[src/rtl/seq_mult_param_if.sv]
// seq_mult_param_if: operand/result handshake bundle for the iterative multiplier.
interface seq_mult_param_if #(parameter int WIDTH = 8);
  logic [WIDTH-1:0]   a_bi;
  logic [WIDTH-1:0]   b_bi;
  logic [1:0]         mode_i;
  logic               start_i;
  logic               busy_o;
  logic               done_o;
  logic [2*WIDTH-1:0] y_bo;
  modport master(output a_bi, b_bi, mode_i, start_i, input busy_o, done_o, y_bo);
  modport slave(input a_bi, b_bi, mode_i, start_i, output busy_o, done_o, y_bo);
endinterface

[src/rtl/seq_mult_param.sv]
// seq_mult_param: shift-add multiplier, one multiplier bit per clock; unsigned, sign-magnitude or two's complement.
module seq_mult_param #(
  parameter int WIDTH = 8
) (
  input  logic            clk_i,
  input  logic            rst_i,
  seq_mult_param_if.slave bus
);
  localparam int W2 = 2 * WIDTH;
  localparam int CW = $clog2(WIDTH) + 1;
  typedef enum logic {IDLE, WORK} state_t;
  state_t           state;
  logic [CW-1:0]    ctr;
  logic [W2-1:0]    acc;
  logic [W2-1:0]    ma;
  logic [WIDTH-1:0] mb;
  logic             sign;
  logic             sm;
  logic             tc;
  logic             sm_in;
  logic             tc_in;
  logic [WIDTH-1:0] mag_a;
  logic [WIDTH-1:0] mag_b;
  logic [W2-1:0]    acc_nxt;
  logic [W2-1:0]    prod_y;
  // Multiplicand shifts left and multiplier shifts right, so no variable shifters are needed.
  always_comb begin
    sm_in   = bus.mode_i == 2'b01;
    tc_in   = bus.mode_i == 2'b10;
    mag_a   = sm_in ? {1'b0, bus.a_bi[WIDTH-2:0]} : (tc_in && bus.a_bi[WIDTH-1]) ? -bus.a_bi : bus.a_bi;
    mag_b   = sm_in ? {1'b0, bus.b_bi[WIDTH-2:0]} : (tc_in && bus.b_bi[WIDTH-1]) ? -bus.b_bi : bus.b_bi;
    acc_nxt = acc + (mb[0] ? ma : '0);
    prod_y  = sm ? {(sign && (acc_nxt != '0)), 1'b0, acc_nxt[W2-3:0]} : (tc && sign) ? -acc_nxt : acc_nxt;
  end
  always_ff @(posedge clk_i) begin
    if (rst_i) begin
      state      <= IDLE;
      ctr        <= '0;
      acc        <= '0;
      ma         <= '0;
      mb         <= '0;
      sign       <= 1'b0;
      sm         <= 1'b0;
      tc         <= 1'b0;
      bus.busy_o <= 1'b0;
      bus.done_o <= 1'b0;
      bus.y_bo   <= '0;
    end else begin
      bus.done_o <= 1'b0;
      if (state == IDLE) begin
        if (bus.start_i) begin
          ma         <= W2'(mag_a);
          mb         <= mag_b;
          sign       <= (sm_in || tc_in) && (bus.a_bi[WIDTH-1] ^ bus.b_bi[WIDTH-1]);
          sm         <= sm_in;
          tc         <= tc_in;
          acc        <= '0;
          ctr        <= '0;
          bus.busy_o <= 1'b1;
          state      <= WORK;
        end
      end else begin
        acc <= acc_nxt;
        ma  <= ma << 1;
        mb  <= mb >> 1;
        ctr <= ctr + 1'b1;
        if (ctr == CW'(WIDTH - 1)) begin
          bus.y_bo   <= prod_y;
          bus.done_o <= 1'b1;
          bus.busy_o <= 1'b0;
          state      <= IDLE;
        end
      end
    end
  end
endmodule

[src/flat_wrapper.sv]
// flat-port wrapper written by rule: the top's interface ports become plain ports
module seq_mult_param_flat 
#(
  parameter int WIDTH = 8
)
  (clk_i, rst_i, bus_a_bi, bus_b_bi, bus_mode_i, bus_start_i, bus_busy_o, bus_done_o, bus_y_bo);
  seq_mult_param_if #(.WIDTH(WIDTH)) bus_i ();
  input  logic clk_i;
  input  logic rst_i;
  input wire logic [$bits(bus_i.a_bi)-1:0] bus_a_bi;
  input wire logic [$bits(bus_i.b_bi)-1:0] bus_b_bi;
  input wire logic [$bits(bus_i.mode_i)-1:0] bus_mode_i;
  input wire logic [$bits(bus_i.start_i)-1:0] bus_start_i;
  output wire logic [$bits(bus_i.busy_o)-1:0] bus_busy_o;
  output wire logic [$bits(bus_i.done_o)-1:0] bus_done_o;
  output wire logic [$bits(bus_i.y_bo)-1:0] bus_y_bo;
  assign bus_i.a_bi = bus_a_bi;
  assign bus_i.b_bi = bus_b_bi;
  assign bus_i.mode_i = bus_mode_i;
  assign bus_i.start_i = bus_start_i;
  assign bus_busy_o = bus_i.busy_o;
  assign bus_done_o = bus_i.done_o;
  assign bus_y_bo = bus_i.y_bo;
  seq_mult_param #(.WIDTH(WIDTH)) u_core (.clk_i(clk_i), .rst_i(rst_i), .bus(bus_i));
endmodule
[config.mk]
export PLATFORM = sky130hd
export DESIGN_NAME = seq_mult_param_flat
export DESIGN_NICKNAME = d
export VERILOG_FILES = /design/src/rtl/seq_mult_param_if.sv /design/src/rtl/seq_mult_param.sv /design/src/flat_wrapper.sv
export SDC_FILE = /design/constraint.sdc
export NUM_CORES = 1
export LEC_CHECK = 0
export ABC_AREA = 1
export BUFFER_PORTS_ARGS = -buffer_cell sky130_fd_sc_hd__buf_2
export CAP_MARGIN = 30
export CORE_ASPECT_RATIO = 1.2
export CORE_MARGIN = 3
export CORE_UTILIZATION = 60
export DETAILED_ROUTE_END_ITERATION = 7
export HOLD_SLACK_MARGIN = 0.15
export MAX_ROUTING_LAYER = met4
export PLACE_DENSITY = 0.88
export SLEW_MARGIN = 20
export SYNTH_ARGS = -nofsm -noshare
export SYNTH_HDL_FRONTEND = slang
export SYNTH_SLANG_ARGS = --single-unit
[constraint.sdc]
create_clock -name clk_i -period 3.29 [get_ports clk_i]
set_input_delay 0.987 -clock clk_i [delete_from_list [all_inputs] [get_ports clk_i]]
set_output_delay 0.987 -clock clk_i [all_outputs]
set_load 0.005 [all_outputs]
# After elaboration in Yosys (flattened, before gate mapping)
# Cells that the tools add are included.
[op_classes]
addsub = 5
n_eq_ne = 4
muxes = 22
bitwise = 2
n_reduce_logical = 13
[ops]
columns = ["operator", "n"]
rows = [
  ["2-to-1 mux 16 bit", 7],
  ["2-to-1 mux 8 bit", 4],
  ["adder 16 bit", 1],
  ["negator 16 bit", 1],
  ["negator 8 bit", 2],
  ["nonzero test 16 bit", 1],
  ["2-to-1 mux 7 bit", 2],
  ["2-to-1 mux 4 bit", 2],
  ["2-to-1 mux 1 bit", 7],
  ["AND reduction 2 bit", 3],
  ["logical AND 1 bit", 5],
  ["adder 4 x 1 -> 4 bit, second input constant", 1],
  ["equality test 4 x 3 -> 1 bit, second input constant", 1],
  ["OR reduction 2 bit", 2],
  ["equality test 2 x 1 -> 1 bit, second input constant", 1],
  ["equality test 2 bit, second input constant", 1],
  ["!= test 2 bit, second input constant", 1],
  ["nonzero test 2 bit", 1],
  ["logical OR 1 bit", 1],
  ["inverter 1 bit", 1],
  ["bitwise XOR 1 bit", 1],
]
[totals]
ff_bits = 66
inputBits = 21
out_inout_bits = 18
word_cells = 59

# Longest topological paths before layout
[depth]
depth_word = 6
depth_mapped = 21

# Least setup slack after synthesis
# Ideal clock, no wire load.
[synth_timing]
path_kind = "reg-to-reg"
start = "register u_core.mb[0]"
end = "register u_core.bus.y_bo[14]"
setup_time_ns = 0.113
t_arrival_ns = 2.689
t_required_ns = 3.177
setup_slack_ns = 0.487
path_stages_with_launch = 22
path_cell_list = "dfxtp_1 > clkbuf_1 > clkbuf_1 > nand2_1 > inv_1 > ha_1 > fa_1 > inv_1 > ha_1 > inv_1 > nor2_1 > nand3_1 > nor2_1 > nand2_1 > nor2_2 > inv_2 > nor3_2 > nand2_1 > nand2_1 > nand2_1 > nand3_1 > nand2_1"
[synth_between]
elab_chain_len = 5
[synth_lines]
columns = ["element", "line_no", "source"]
rows = [
  ["start: declaration", "seq_mult_param.sv:16", "logic [WIDTH-1:0] mb;"],
  ["start signal: assignment", "seq_mult_param.sv:53", "mb <= mag_b;"],
  ["start signal: assignment", "seq_mult_param.sv:65", "mb <= mb >> 1;"],
  ["2-to-1 mux 16 bit (*)", "seq_mult_param.sv:32", "acc_nxt = acc + (mb[0] ? ma : '0);"],
  ["adder 16 bit (*)", "seq_mult_param.sv:32", ""],
  ["negator 16 bit", "seq_mult_param.sv:33", "prod_y = sm ? {(sign && (acc_nxt != '0)), 1'b0, acc_nxt[W2-3:0]} : (tc && sign) ? -acc_nxt : acc_nxt;"],
  ["2-to-1 mux 16 bit (*) (2 in series)", "seq_mult_param.sv:33", ""],
  ["end signal: assignment", "seq_mult_param.sv:68", "bus.y_bo <= prod_y;"],
  ["end: declaration", "seq_mult_param_if.sv:11", "modport slave(input a_bi, b_bi, mode_i, start_i, output busy_o, done_o, y_bo);"],
]
# Every way passes the cells marked *; elsewhere a longest branch is shown, timed or not.
# A chain may end at the register's enable or synchronous reset.

# Final worst setup path
# Ends and elaborated chain as after synthesis.

==> flow_results.org <==
** Power and ir drop
- Switching power as a share of total power :: 27.9%
- Sequential group share of total power :: 48.4%
- Internal power comes to 0.00124 W.
- Maximum vdd ir drop :: 0.326 mV
- Clk pwr share :: 41.9%
- In this run, the combinational gates consume 9.7% of the power.
- Leakage power of the design :: 2.35 nW
- For this design the ratio of total power to cell area is 366 mW/mm^2.
- The analysis attributes to net switching a power of 0.000478 W.

** Logic synthesis
- Simple-gate share of the synthesized area :: 36.2%
- Synthesis inferred 66 register bits.
- By area the synthesized netlist is led by sky130_fd_sc_hd__dfxtp_1, sky130_fd_sc_hd__nand2_1, sky130_fd_sc_hd__inv_1, sky130_fd_sc_hd__ha_1, sky130_fd_sc_hd__a21oi_1.
- Of the post-synthesis cell area, the part taken by muxes is 0%.
- Yosys warnings :: 0
- Largest area contributor in the synthesized netlist :: sky130_fd_sc_hd__dfxtp_1
- Count of mapped cells out of synthesis :: 659
- The synthesized netlist contains 36 unique library cells.
- The synthesized netlist devotes 6.70% of its cell area to adder and majority cells.
- The cell area that synthesis handed to floorplanning was 0.00422 mm^2.
- Share of the synthesized area in compound gates (AO/OA/AOI/OAI) :: 13.1%
- The synthesized netlist devotes 3.32% of its cell area to XOR and XNOR gates.
- Dominant combinational cell family by area after synthesis :: simple AND/OR/NAND/NOR gates
- Share of the synthesized area in the top cell type :: 31.3%
- Counting every net in the synthesized netlist gives 702.
- The share of the Yosys chip area taken by registers is 31.3%.
- Dividing the synthesized area by the synthesized cell count gives 6.40 um^2.

** Die
- The initialized floorplan defines 32 standard-cell rows.
- Die Span Y :: 97.8 um
- Io pins :: 39
- Effective utilization at floorplan :: 63.8%
- Overall die area :: 0.00808 mm^2
- In this run the horizontal extent of the chip is 82.5 um.
- Core box area :: 0.00661 mm^2

** Min path
- The path with the worst hold slack has its endpoint at u_core.bus.y_bo[12]$_SDFFE_PP0P_.
- Hold Path Stages :: 2
- Hold crit path type :: reg2reg
- Worst hold start :: u_core.bus.y_bo[12]$_SDFFE_PP0P_

** Timing
- Final clock period utilization by the worst path :: 82.7%
- The count of final max-slew check failures is 0.
- The worst pin sits at a relative slew slack of 39.3%.
- For this run, the top clock speed supported by timing is 368 MHz.
- Final period demand of the worst path :: 2.72 ns
- Final sum of negative setup slack :: 0 ns
- The number of hold violations in the final report came to 0.
- Setup violations remaining at the end of the flow were counted as 0.
- The clock arrives with 0.0151 ns of skew.
- RSZ-0062 raised after global routing :: no
- Worst slew pin tran :: 0.907 ns

** Clock network
- In this run, post-CTS hold repair placed 0 buffers.
- The H-tree was split into 3 levels.
- CTS buffer count :: 9
- The later pin in the worst-skew pair is clocked with a latency of 0.35 ns.
- No sink is reached through more buffers than the 2 on the longest clock path.
- Count of clock tree sinks :: 66
- Post-CTS timing repair inserted 0 buffers for setup.
- TritonCTS built the clock tree.
- Cells resized by post-CTS repair :: 0
- Clock edge transition at the registers on the reported setup and hold paths :: 0.08 ns
- Cell at the root of the clock tree :: sky130_fd_sc_hd__clkbuf_8

** Cells and area
- Ant. Diodes :: 0
- Of the cells placed in the final design, the portion with a size suffix greater than 1 is 13.8%.
- After the flow finishes, the layout carries non-filler instances totaling 783.
- Number of nets in the finished design :: 736
- Once layout is complete, the utilization of the core stands at 70.9%.
- The top cell types in the final layout, fill and taps aside, are sky130_fd_sc_hd__nand2_1, sky130_fd_sc_hd__inv_1, sky130_fd_sc_hd__dfxtp_1, sky130_fd_sc_hd__a21oi_1.
- Most frequent standard cell in the layout excluding fill and tap cells :: sky130_fd_sc_hd__nand2_1
- After routing the design area is 0.00469 mm^2.
- The area growth from synthesis to layout is 11.1%.

** Placed design
- Detailed placer's ending HPWL :: 7990 um
- Input and output buffers added on the ports amount to 38.
- Summing all placed instances gives a cell area of 0.00448 mm^2.
- RD Place Congestion :: 1.07
- Instance count after placement with tap cells included :: 767

** GRT
- The first global-routing pass estimated 17600 um of wire.
- Largest net degree at the start of global routing :: 47
- GRT Residual Overflow :: 0
- Via count of the first global-routing pass :: 4062
- Number of antenna violations at the first check in global routing :: 0
- Tot GR Track Use :: 28.2%

** Run status
- Run status :: finished clean

** Setup path
- Path type of the worst setup path :: reg2reg
- Most Frequent Cell on Critical Path :: sky130_fd_sc_hd__nand2_1
- Walking the worst path, the cells encountered are buf_4 > nand2_1 > inv_1 > ha_1 > fa_1 > inv_1 > ha_1 > inv_1 > nor2_1 > nand3_1 > nor2_1 > nand2_1 > nor2_2 > inv_2 > nor3_2 > nand2_1 > nand2_1 > nand2_1 > nand3_1 > nand2_1.
- CP Launch Type :: register
- Highest-delay cell along the critical path :: sky130_fd_sc_hd__fa_1
- At the worst endpoint, the required time is 3.55 ns.
- Category of the worst setup path capture point :: register
- Slowest Stage Delay on Critical Path :: 0.47 ns
- For the worst flop-to-flop path, the logic depth is 20.
- The worst register-to-register path has a setup slack of 0.57 ns.
- Endpoint of the lowest-slack register-to-register path :: u_core.bus.y_bo[14]$_SDFFE_PP0P_
- The worst register-to-register path begins at u_core.mb[0]$_SDFFE_PP0P_.
- Of all nets on the critical path, the largest fanout is 17.
- Data arrives at the worst endpoint at 2.98 ns.

** Route
- In the routed design, unresolved DRC markers number 0.
- Iteration count of the initial detailed-routing pass :: 5
- Post-DR vias/cell :: 5.45
- The routed design has 10500 um of wire.
- Wire length per cell :: 13.4 um
- The first routing iteration left 335 violations.
- Vias post-DR :: 4266
- The count of nets left with antenna violations once routing finished came out at 0.

** Job
- Across the run, the number of max-cap violations was 0.
==> critical path, delay by kind of cell (launching register included) <==
kind	cells	cell delay, ns
buf+inv	5	0.45
flops	1	0.32
simple gates	12	1.04
fa+ha+maj	3	0.81
==> through the flow <==
stage / hold slack (ns) / worst slack (ns) / total power (W)
floorplan: 0.437 / 0.487 / 0.000958
CTS: 0.459 / 0.552 / 0.00172
finish: 0.454 / 0.570 / 0.00171
global placement: 0.437 / 0.695 / 0.00100
detailed placement: 0.443 / 0.592 / 0.00101
global route: 0.475 / 0.249 / 0.00178
==> sequential cells by signal, summed over array words and instances (netlist names) <==
register and count:
u_core.bus.y_bo 16, u_core.sm 1, u_core.state 1, u_core.bus.busy_o 1, u_core.ma 16, u_core.bus.done_o 1
u_core.mb 8, u_core.acc 16, u_core.sign 1, u_core.ctr 4, u_core.tc 1
==> cells in the mapped netlist, drive strengths merged <==
cell,n
a211oi,3
a21oi,46
a22o,1
a2bb2oi,1
a31oi,14
and2,2
buf,4
clkbuf,17
dfxtp,66
fa,1
ha,21
inv,84
nand2,236
nand3,43
nand3b,9
nand4,3
nor2,48
nor3,5
nor3b,3
o21ai,28
o21bai,1
o31ai,4
o41ai,1
or2,2
xnor2,3
xor2,13
==> cell families after synthesis <==
group	after synthesis
DFF	66
and+or+nand+nor	351
buffers and inverters	105
adders and majority gates	22
xor gates and xnor gates	16
AOI/OAI and AO/OA	99
==> final cells by class <==
class                      instances  area (um^2)
multi-input combinational        488         2500
fill                             557         1920
sequential                        66         1320
inverter                          84          315
timing repair buffer              44          235
clock buffer                       9          124
tap                               85          106
clock inverter                     7         82.6
==> power by group through the flow <==
stage,Sequential (W),Combinational [W],Clock (W)
after floorplan,0.000845,0.000113,0
after global placement,0.000847,0.000157,0
after detailed placement,0.000848,0.000164,0
after CTS,0.000829,0.000165,0.000728
after global routing,0.000832,0.000187,0.000758
final,0.000829,0.000166,0.000719
==> how the worst max path moves through the flow <==
stage,startpoint,end,slack (ns),depth (start not counted)
6_report,u_core.mb[0]$_SDFFE_PP0P_,u_core.bus.y_bo[14]$_SDFFE_PP0P_,0.57,20
3_3_place_gp,u_core.mb[0]$_SDFFE_PP0P_,u_core.bus.y_bo[14]$_SDFFE_PP0P_,0.70,20
5_1_grt,u_core.mb[0]$_SDFFE_PP0P_,u_core.bus.y_bo[13]$_SDFFE_PP0P_,0.25,16
2_1_floorplan,u_core.mb[0]$_SDFFE_PP0P_,u_core.bus.y_bo[14]$_SDFFE_PP0P_,0.49,21
4_1_cts,u_core.mb[0]$_SDFFE_PP0P_,u_core.bus.y_bo[12]$_SDFFE_PP0P_,0.55,18
3_5_place_dp,u_core.mb[0]$_SDFFE_PP0P_,u_core.bus.y_bo[12]$_SDFFE_PP0P_,0.59,18
==> layer usage <==
layer / GRT usage (%) / up-vias / part of all wire, %
li1: - / 2177 / -
met1: 31.9 / 1901 / 41
met2: 45.7 / 143 / 49
met3: 3.97 / 45 / 4.9
met4: 17.5 / 0 / 5.5
met5: - / - / 0
Note: power is estimated with default switching activity, not from simulation.
